[src/rtl/alu_rs.sv]
// alu_rs: integer-ALU reservation station; CDB wakeup, oldest-ready select via age matrix.
// Latency: dispatch->issue 2 cycles; CDB wakeup->issue 2 cycles (1 with RS_WAKEUP_BYPASS_EN).
// Backpressure: full blocks dispatch; the ALU always accepts, so issue never stalls.
module alu_rs #(
    parameter int RS_SIZE = 8,
    parameter int TAG_W   = 4,
    parameter int OP_W    = 6,
    parameter int DW      = 32
) (
    input  logic             clk,
    input  logic             rst_n,
    input  logic             clear,
    input  logic             in_valid,
    input  logic [OP_W-1:0]  in_op,
    input  logic [DW-1:0]    in_Vj,
    input  logic [DW-1:0]    in_Vk,
    input  logic [TAG_W-1:0] in_Qj,
    input  logic [TAG_W-1:0] in_Qk,
    input  logic             in_Qj_busy,
    input  logic             in_Qk_busy,
    input  logic [DW-1:0]    in_imm,
    input  logic [DW-1:0]    in_pc,
    input  logic [TAG_W-1:0] in_rob_tag,
    output logic             full,
    input  logic             cdb0_valid,
    input  logic [TAG_W-1:0] cdb0_tag,
    input  logic [DW-1:0]    cdb0_value,
    input  logic             cdb1_valid,
    input  logic [TAG_W-1:0] cdb1_tag,
    input  logic [DW-1:0]    cdb1_value,
    output logic             alu_ena,
    output logic [OP_W-1:0]  alu_op,
    output logic [DW-1:0]    alu_A,
    output logic [DW-1:0]    alu_B,
    output logic [DW-1:0]    alu_imm,
    output logic [DW-1:0]    alu_pc,
    output logic [TAG_W-1:0] alu_rob_tag
);
    localparam int IW = $clog2(RS_SIZE);

    // entry storage
    logic [RS_SIZE-1:0] busy, qj_busy, qk_busy;
    logic [OP_W-1:0]    op      [RS_SIZE];
    logic [DW-1:0]      vj      [RS_SIZE];
    logic [DW-1:0]      vk      [RS_SIZE];
    logic [DW-1:0]      imm     [RS_SIZE];
    logic [DW-1:0]      pc      [RS_SIZE];
    logic [TAG_W-1:0]   qj      [RS_SIZE];
    logic [TAG_W-1:0]   qk      [RS_SIZE];
    logic [TAG_W-1:0]   rob_tag [RS_SIZE];
    // older[i][j]: entry i was dispatched before entry j
    logic [RS_SIZE-1:0] older   [RS_SIZE];

    logic [RS_SIZE-1:0] j_hit0, j_hit1, k_hit0, k_hit1, rdy_j, rdy_k, ready;
    logic [DW-1:0]      opa [RS_SIZE];
    logic [DW-1:0]      opb [RS_SIZE];
    logic [IW-1:0]      free_idx, sel_idx;
    logic               free_vld, sel_vld, accept;
    logic               dj_hit0, dj_hit1, dk_hit0, dk_hit1;

    // per-entry CDB tag matches, operand readiness and effective operand values
    always_comb begin
        j_hit0 = '0;
        j_hit1 = '0;
        k_hit0 = '0;
        k_hit1 = '0;
        rdy_j  = '0;
        rdy_k  = '0;
        ready  = '0;
        for (int i = 0; i < RS_SIZE; i++) begin
            j_hit0[i] = busy[i] && qj_busy[i] && cdb0_valid && (cdb0_tag == qj[i]);
            j_hit1[i] = busy[i] && qj_busy[i] && cdb1_valid && (cdb1_tag == qj[i]);
            k_hit0[i] = busy[i] && qk_busy[i] && cdb0_valid && (cdb0_tag == qk[i]);
            k_hit1[i] = busy[i] && qk_busy[i] && cdb1_valid && (cdb1_tag == qk[i]);
`ifdef RS_WAKEUP_BYPASS_EN
            rdy_j[i] = !qj_busy[i] || j_hit0[i] || j_hit1[i];
            rdy_k[i] = !qk_busy[i] || k_hit0[i] || k_hit1[i];
            opa[i]   = !qj_busy[i] ? vj[i] : (j_hit0[i] ? cdb0_value : cdb1_value);
            opb[i]   = !qk_busy[i] ? vk[i] : (k_hit0[i] ? cdb0_value : cdb1_value);
`else
            rdy_j[i] = !qj_busy[i];
            rdy_k[i] = !qk_busy[i];
            opa[i]   = vj[i];
            opb[i]   = vk[i];
`endif
            ready[i] = busy[i] && rdy_j[i] && rdy_k[i];
        end
    end

    // oldest-ready select, lowest free slot, and dispatch acceptance
    always_comb begin
        logic blocked;
        sel_vld  = 1'b0;
        sel_idx  = '0;
        free_vld = 1'b0;
        free_idx = '0;
        for (int i = 0; i < RS_SIZE; i++) begin
            blocked = 1'b0;
            for (int j = 0; j < RS_SIZE; j++) begin
                if (j != i && ready[j] && older[j][i]) blocked = 1'b1;
            end
            if (ready[i] && !blocked && !sel_vld) begin
                sel_vld = 1'b1;
                sel_idx = IW'(i);
            end
            if (!busy[i] && !free_vld) begin
                free_vld = 1'b1;
                free_idx = IW'(i);
            end
        end
        full    = &busy;
        accept  = in_valid && !full && !clear;
        dj_hit0 = in_Qj_busy && cdb0_valid && (cdb0_tag == in_Qj);
        dj_hit1 = in_Qj_busy && cdb1_valid && (cdb1_tag == in_Qj);
        dk_hit0 = in_Qk_busy && cdb0_valid && (cdb0_tag == in_Qk);
        dk_hit1 = in_Qk_busy && cdb1_valid && (cdb1_tag == in_Qk);
    end

    // entry state: wakeup, free on issue, dispatch into lowest free slot
    always_ff @(posedge clk or negedge rst_n) begin
        if (!rst_n) begin
            busy    <= '0;
            qj_busy <= '0;
            qk_busy <= '0;
            for (int i = 0; i < RS_SIZE; i++) begin
                op[i]      <= '0;
                vj[i]      <= '0;
                vk[i]      <= '0;
                imm[i]     <= '0;
                pc[i]      <= '0;
                qj[i]      <= '0;
                qk[i]      <= '0;
                rob_tag[i] <= '0;
                older[i]   <= '0;
            end
        end else if (clear) begin
            busy <= '0;
            for (int i = 0; i < RS_SIZE; i++) older[i] <= '0;
        end else begin
            for (int i = 0; i < RS_SIZE; i++) begin
                if (j_hit0[i]) begin
                    vj[i]      <= cdb0_value;
                    qj_busy[i] <= 1'b0;
                end else if (j_hit1[i]) begin
                    vj[i]      <= cdb1_value;
                    qj_busy[i] <= 1'b0;
                end
                if (k_hit0[i]) begin
                    vk[i]      <= cdb0_value;
                    qk_busy[i] <= 1'b0;
                end else if (k_hit1[i]) begin
                    vk[i]      <= cdb1_value;
                    qk_busy[i] <= 1'b0;
                end
            end
            if (sel_vld) busy[sel_idx] <= 1'b0;
            // free slot is never the selected one, so both writes coexist
            if (accept && free_vld) begin
                busy[free_idx]    <= 1'b1;
                op[free_idx]      <= in_op;
                imm[free_idx]     <= in_imm;
                pc[free_idx]      <= in_pc;
                rob_tag[free_idx] <= in_rob_tag;
                qj[free_idx]      <= in_Qj;
                qk[free_idx]      <= in_Qk;
                vj[free_idx]      <= dj_hit0 ? cdb0_value : (dj_hit1 ? cdb1_value : in_Vj);
                vk[free_idx]      <= dk_hit0 ? cdb0_value : (dk_hit1 ? cdb1_value : in_Vk);
                qj_busy[free_idx] <= in_Qj_busy && !dj_hit0 && !dj_hit1;
                qk_busy[free_idx] <= in_Qk_busy && !dk_hit0 && !dk_hit1;
                older[free_idx]   <= '0;
                // stale bits from freed entries are harmless: non-busy rows never block
                for (int i = 0; i < RS_SIZE; i++) older[i][free_idx] <= busy[i];
            end
        end
    end

    // registered issue port; data holds when nothing issues
    always_ff @(posedge clk or negedge rst_n) begin
        if (!rst_n) begin
            alu_ena     <= 1'b0;
            alu_op      <= '0;
            alu_A       <= '0;
            alu_B       <= '0;
            alu_imm     <= '0;
            alu_pc      <= '0;
            alu_rob_tag <= '0;
        end else if (clear) begin
            alu_ena <= 1'b0;
        end else begin
            alu_ena <= sel_vld;
            if (sel_vld) begin
                alu_op      <= op[sel_idx];
                alu_A       <= opa[sel_idx];
                alu_B       <= opb[sel_idx];
                alu_imm     <= imm[sel_idx];
                alu_pc      <= pc[sel_idx];
                alu_rob_tag <= rob_tag[sel_idx];
            end
        end
    end
endmodule

[config.mk]
export PLATFORM = sky130hd
export DESIGN_NAME = alu_rs
export DESIGN_NICKNAME = d
export VERILOG_FILES = /design/src/rtl/alu_rs.sv
export SDC_FILE = /design/constraint.sdc
export NUM_CORES = 2
export LEC_CHECK = 0
export CAP_MARGIN = 20
export CORE_MARGIN = 3
export CORE_UTILIZATION = 52
export DETAILED_ROUTE_END_ITERATION = 7
export PLACE_DENSITY = 0.7
export SYNTH_ARGS = -nofsm -noshare
export SYNTH_HDL_FRONTEND = slang
export SYNTH_SLANG_ARGS = --single-unit
export TNS_END_PERCENT = 10
[constraint.sdc]
create_clock -name clk -period 8.5 [get_ports clk]
set_input_delay 1.7 -clock clk [delete_from_list [all_inputs] [get_ports clk]]
set_output_delay 1.7 -clock clk [all_outputs]
set_load 0.005 [all_outputs]
==> results by group <==
GRT
  – Pin count of the biggest net entering global routing: 294
  – First-pass GRT wire length: 421.2 mm
  – Total global-route track usage: 0.3529
  – Overflow after GRT: 0
  – Vias in the first global route: 68580
  – Initial antenna violation count: 22

Synthesis
  – Mean Syn Cell Area: 8.718 um2
  – Prevailing post-synth register cell: dfrtp_1
  – Synth area leaders: dfrtp_1, mux2i_1, nand2_1
  – Post-synth cell types: 58
  – Syn nets: roughly 9000
  – Post-synth EDFFs: 0
  – Yosys top cell area share: 0.4457
  – Mapped Area: just under 80000 um2
  – Yosys top cell by area: dfrtp_1
  – Flops & latches, synth: between 1000 and 1500
  – Yosys warns: 0
  – Async S/R FF share, synth: 1.000
  – Sequential fraction of the synthesis area: 0.4457
  – Syn Inst Count: roughly 8900

Power and ir drop
  – Design Power: between 15 and 20 mW
  – Leak: a little over 40 nW
  – Power Density: 219.0 nW/um2
  – Worst vdd ir: 0.0001574 V

Timing
  – Fin crit period: about 5.2 ns
  – Setup violators final: 0
  – Max-slew violations: 0
  – Sum of negative setup slack: 0 ns
  – Worst slew pin tran: between 1 and 1.5 ns
  – Slew HR: 0.2246
  – Skew final: roughly 0.028 ns
  – Final Hold Viols: 0
  – Setup ws final: around 3.3 ns
  – Fmax: ~190 MHz
  – Final Cycle Share: 0.6137
  – RSZ-0062 raised after global routing: no
  – Hold slack: between 0.4 and 0.5 ns

Place
  – GPL Wtd Cong: approximately 0.9
  – Port Buffers: around 370
  – Post-DP HPWL: around 150 mm
  – Dpl cells: ~10000
  – Dpl ws: roughly 3.3 ns
  – Placed Area: roughly 82000 um2

CTS
  – Clock Root Buffer: clkbuf_16
  – Longest Clk Path Bufs: 3
  – TritonCTS clock tree: done
  – Hold Buf Count CTS: 0
  – H-tree depth: 4
  – Setup repair bufs after CTS: 0
  – Skew-Pair Late Insertion Delay: slightly above 0.8 ns
  – CTS Sinks: between 1000 and 1500
  – Post-CTS Resized: 0
  – Cts bufs inserted: ~160
  – Clk slew on worst S/H paths: 0.06 ns

Layout
  – Commonest cells after routing, fill and taps aside: nand2_1, dfrtp_1, mux2i_1
  – Final Cell Area: 86790 um2
  – Share of cells above drive strength 1: 0.06492
  – Multi-input gate area: 39320 um2
  – # fillers: 12520
  – Area delta synth->final: 11.45%
  – Most common cell after layout, fill and taps aside: nand2_1
  – Layout Cells excl Fill: about 11000
  – Register area: approximately 35000 um2
  – Net count reported at finish: about 9000
  – Util after Layout: 0.5857

Flow run
  – Max Cap Viol: 0

Critical path
  – CP Max Fanout: 46
  – Critical Path RT: just over 9 ns
  – CP bufs+invs: 2
  – R2R cell count: 10
  – CP Class: reg2reg
  – Crit path cell chain: nor3b_1, a21boi_0, nand3_1, nand2b_1, nand2b_4, a41oi_4, buf_4, buf_4, o22ai_1, o22a_1
  – Crit path launch type: flop
  – Most common cell on crit path: buf_4
  – Family with the most delay on the worst path: simple AND/OR/NAND/NOR gates
  – Critical path's largest stage delay: between 0.8 and 0.9 ns
  – Slowest-stage cell, CP: nor3b_1
  – CP Capture Type: flop
  – Crit path DAT: between 5 and 6 ns
  – Critical Path Stages: 10

Route
  – DRT iter0 DRCs: 8387
  – Via Count: about 70000
  – DR WL/cell: about 26 um
  – Via density per instance: between 6 and 7
  – Post-DRT Antenna Nets: 0
  – DRT Pass-1 Iters: 8
  – DRC Markers: 1
  – Total routed wirelength: about 280 mm

Min path
  – Hold-critical path depth: 2
  – Min-delay worst type: reg2reg

Run status
  – Status: complete, but fails checks
  – Failing checks: design-rule violations

Floorplanning
  – Initial core utilization: 0.5255
  – Die Y: about 390 um
  – IO Count: roughly 370
  – Core Area: between 100000 and 150000 um2
  – Die X: about 390 um
  – Full die area: 154400 um2
  – FP Rows: approximately 140
==> tightest hold or removal path, stage by stage, from the launching register on <==
cell,delay (ns)
dfrtp_1,0.34
nand2_1,0.05
nand2_1,0.05
==> state kept, by name (all words and copies together) (netlist names) <==
register and cells:
qj 32, busy 8, pc 256, alu_B 32, alu_pc 32, op 48, older 56, opa 256
alu_imm 32, rob_tag 32, imm 256, alu_ena 1, opb 256, alu_A 32, qj_busy 8, qk 32
alu_rob_tag 4, qk_busy 8, alu_op 6
==> synth_stat cells, types with 96 or more instances <==
library cell,instances
mux2_2,96
nand2_1,2220
a21oi_1,616
buf_1,138
nor2_1,631
o22ai_1,139
dfrtp_1,1387
clkbuf_1,728
xor2_1,106
o21ai_0,592
o22a_1,138
a211oi_1,513
o221ai_1,138
mux2i_1,1129
==> area by class of cell <==
cell class | instances | area share
multi-input cells | 6570 | 0.4530
flip-flops and latches | 1387 | 0.3999
repair buffers | 528 | 0.05977
clock buffers | 218 | 0.05110
well taps | 1930 | 0.02782
clock inverters | 53 | 0.007611
diodes | 15 | 0.0004325
inverters | 9 | 0.0003892
==> power breakdown <==
part | switching (mW) | leakage (nW) | internal (mW)
logic | 1.96 | 19.6 | 1.86
clock network | 2.91 | 2.52 | 3.95
registers | 0.786 | 18.6 | 7.53
total | 5.66 | 40.7 | 13.3
==> path summary, 6_finish.rpt <==
check	startpoint	endpoint	slack, ns
min in group asynchronous	rst_n	opa[157]$_DFFE_PN0N_	0.88
hold / removal	imm[7]$_DFFE_PN0P_	imm[7]$_DFFE_PN0P_	0.47
setup / recovery	qk_busy[3]$_DFFE_PN0N_	alu_imm[30]$_DFFE_PN0P_	3.28
setup reg to reg	qk_busy[3]$_DFFE_PN0N_	alu_imm[30]$_DFFE_PN0P_	3.28
max in group asynchronous	rst_n	imm[221]$_DFFE_PN0P_	5.66
hold reg to reg	imm[7]$_DFFE_PN0P_	imm[7]$_DFFE_PN0P_	0.47
==> cell families after synthesis <==
group / after synthesis / share of synthesized area
flip-flops: 1387 / 0.4457
AND/OR/NAND/NOR: 3020 / 0.1528
multiplexers: 1225 / 0.1590
AO/OA/AOI/OAI: 2184 / 0.1746
XOR/XNOR: 141 / 0.01586
buffers and inverters: 976 / 0.05209
==> per-layer routing <==
metal  track usage  up-vias  share of wire
li1              -    30470              -
met1        0.4662    34330           0.39
met2        0.5417     4190           0.44
met3       0.09089      889           0.12
met4        0.1693       16          0.048
met5             0        -        0.00042
Note: power is estimated with default switching activity, not from simulation.
==> RTL edit, RTL diff (config.mk and constraints unchanged) <==
Set the parameter `DW` to 16 (it was 32).
--- a/src/rtl/alu_rs.sv
+++ b/src/rtl/alu_rs.sv
@@ -6,5 +6,5 @@
     parameter int TAG_W   = 4,
     parameter int OP_W    = 6,
-    parameter int DW      = 32
+    parameter int DW      = 16
 ) (
     input  logic             clk,
Ports: changed (10 resized); port bits go from 366 to 206. The function was not compared with the original's and may differ.
==> RTL edit against the unedited design <==
Utilization rose by 0.48 points; power down 43%; clock skew increased by 12 ps; sequential share of layout area increased by 0.12 points; wire length decreased by 42%; design area decreased by 42%; non-clock buffer count fell by 203; global-route usage down 0.40 points; clock power decreased by 44%; sequential cell count decreased by 576; synthesized area is 42% lower; setup slack got worse by 100 ps; critical path depth shrank 1.
==> RTL edit: results (changes against the unedited design) <==
status finished, final reports clean (was complete, but fails checks); initial antenna violation count 10 (was 22); P per Cell Area 212 nW/um^2 (was 219 nW/um^2); worst-margin pin slew 1150 ps (was 1160 ps); # placed instances 6,240 (was 10,400); met3 usage 7.69% (was 9.09%); 1st-iter DRT viols 5,427 (was 8,387); Inserted Clock Buffers 89 (was 155); fill count 7,498 (was 12,500); Via density 6.55 (was 6.53); Max FO, Critical Path 71 (was 46); gr usage total 34.9% (was 35.3%); Placer Congestion 0.909 (was 0.888); met1 Use GR 45.6% (was 46.6%); min-delay src op[46] (was imm[7]); number of port buffers 205 (was 365); final clock skew 40.5 ps (was 28.0 ps); capture point of the worst reg-to-reg path alu_imm[2] (was alu_imm[30]); vias in the first global route 40,400 (was 68,600); pin count of the biggest net entering global routing 246 (was 294); Critical R2R Launch busy[3] (was qk_busy[3]); R2R depth 9 (was 10); sequential element share of the synthesized area 44.8% (was 44.6%); P_clk 3.88 mW (was 6.87 mW); synth cell count leaders nand2_1 (1,219), dfrtp_1 (811), o21ai_0 (414) (was nand2_1 (2,220), dfrtp_1 (1,387), mux2i_1 (1,129)); Worst Hold End op[46] (was imm[7]); WP data arrival 5830 ps (was 5880 ps); Hold Slack 467 ps (was 473 ps); Syn Nets 5,457 (was 9,159); share of post-route cells with drive strength above 1 8.15% (was 6.49%); combinational cell power 2.08 mW (was 3.82 mW); routing usage on met2 54.1% (was 54.2%); Final Routed Wirelength 162,000 um (was 278,000 um); DPL Wire Length 90,000 um (was 146,000 um); Sw Ratio 30.0% (was 29.8%); Post-Layout Cell Count 6,401 (was 10,700); first-pass GRT wire length 245,000 um (was 421,000 um); Peak VDD IR 0.167 mV (was 0.157 mV); leak pwr 23.8 nW (was 40.7 nW); setup slack, reg-to-reg 3180 ps (was 3280 ps); worst-skew pair later-pin latency 680 ps (was 810 ps); Gate Count Post-Synth 5,327 (was 8,933); pre-CTS setup slack 3090 ps (was 3330 ps); H-Tree Depth 3 (was 4); DP Area 47,700 um^2 (was 81,700 um^2); Power, Total 10.7 mW (was 19.0 mW)
-- RTL edit: changes by cell type after synthesis, sizes merged, moves of 220 or more --
cell / unedited run / this run
a211oi: 513 / 262
nor2: 631 / 411
clkbuf: 728 / 373
a21oi: 617 / 354
dfrtp: 1387 / 811
nand2: 2220 / 1220
mux2i: 1129 / 288
-- RTL edit: final cells by class --
class                           count  share of cell area [%]
Tap cell                         1144                    2.83
Clock inverter                     21                   0.522
Multi-Input combinational cell   3935                    45.0
Sequential cell                   811                    40.1
Inverter                           27                   0.200
Clock buffer                      132                    5.16
Antenna cell                        6                  0.0297
Timing Repair Buffer              325                    6.14
-- RTL edit: how the worst max path moves through the flow --
stage                      startpoint         end  slack (ps)  cells past startpoint
after CTS                     busy[6]   alu_A[13]        3420                     11
after global routing          busy[6]   alu_A[13]        3100                     11
after floorplan           cdb1_tag[0]    opa[101]        4660                     10
after detailed placement     in_valid     opa[24]        3090                      8
final                         busy[3]  alu_imm[2]        3180                      9
after global placement       in_valid     opb[23]        3180                      8
-- RTL edit: per-layer routing --
layer / wire, um / part of all wire [%]
met5: 23 / 0.014
met3: 17700 / 11
met2: 73000 / 45
met1: 61500 / 38
met4: 9500 / 5.9
-- RTL edit: worst max-delay path: stages, from the launching register on --
cell and delay (ps):
dfrtp_1 800, nor3b_1 930, nand4_1 630, and4_4 440, a211oi_4 300, buf_4 430
buf_4 830, o22ai_1 200, a22oi_1 370, a31oi_1 130
-- RTL edit: cells by family after synthesis --
logic type,share of synthesized area (%)
buffers and inverters,5.23
DFF,44.8
and+or+nand+nor,16.7
xor gates and xnor gates,2.67
AOI/OAI and AO/OA,21.0
muxes,9.60
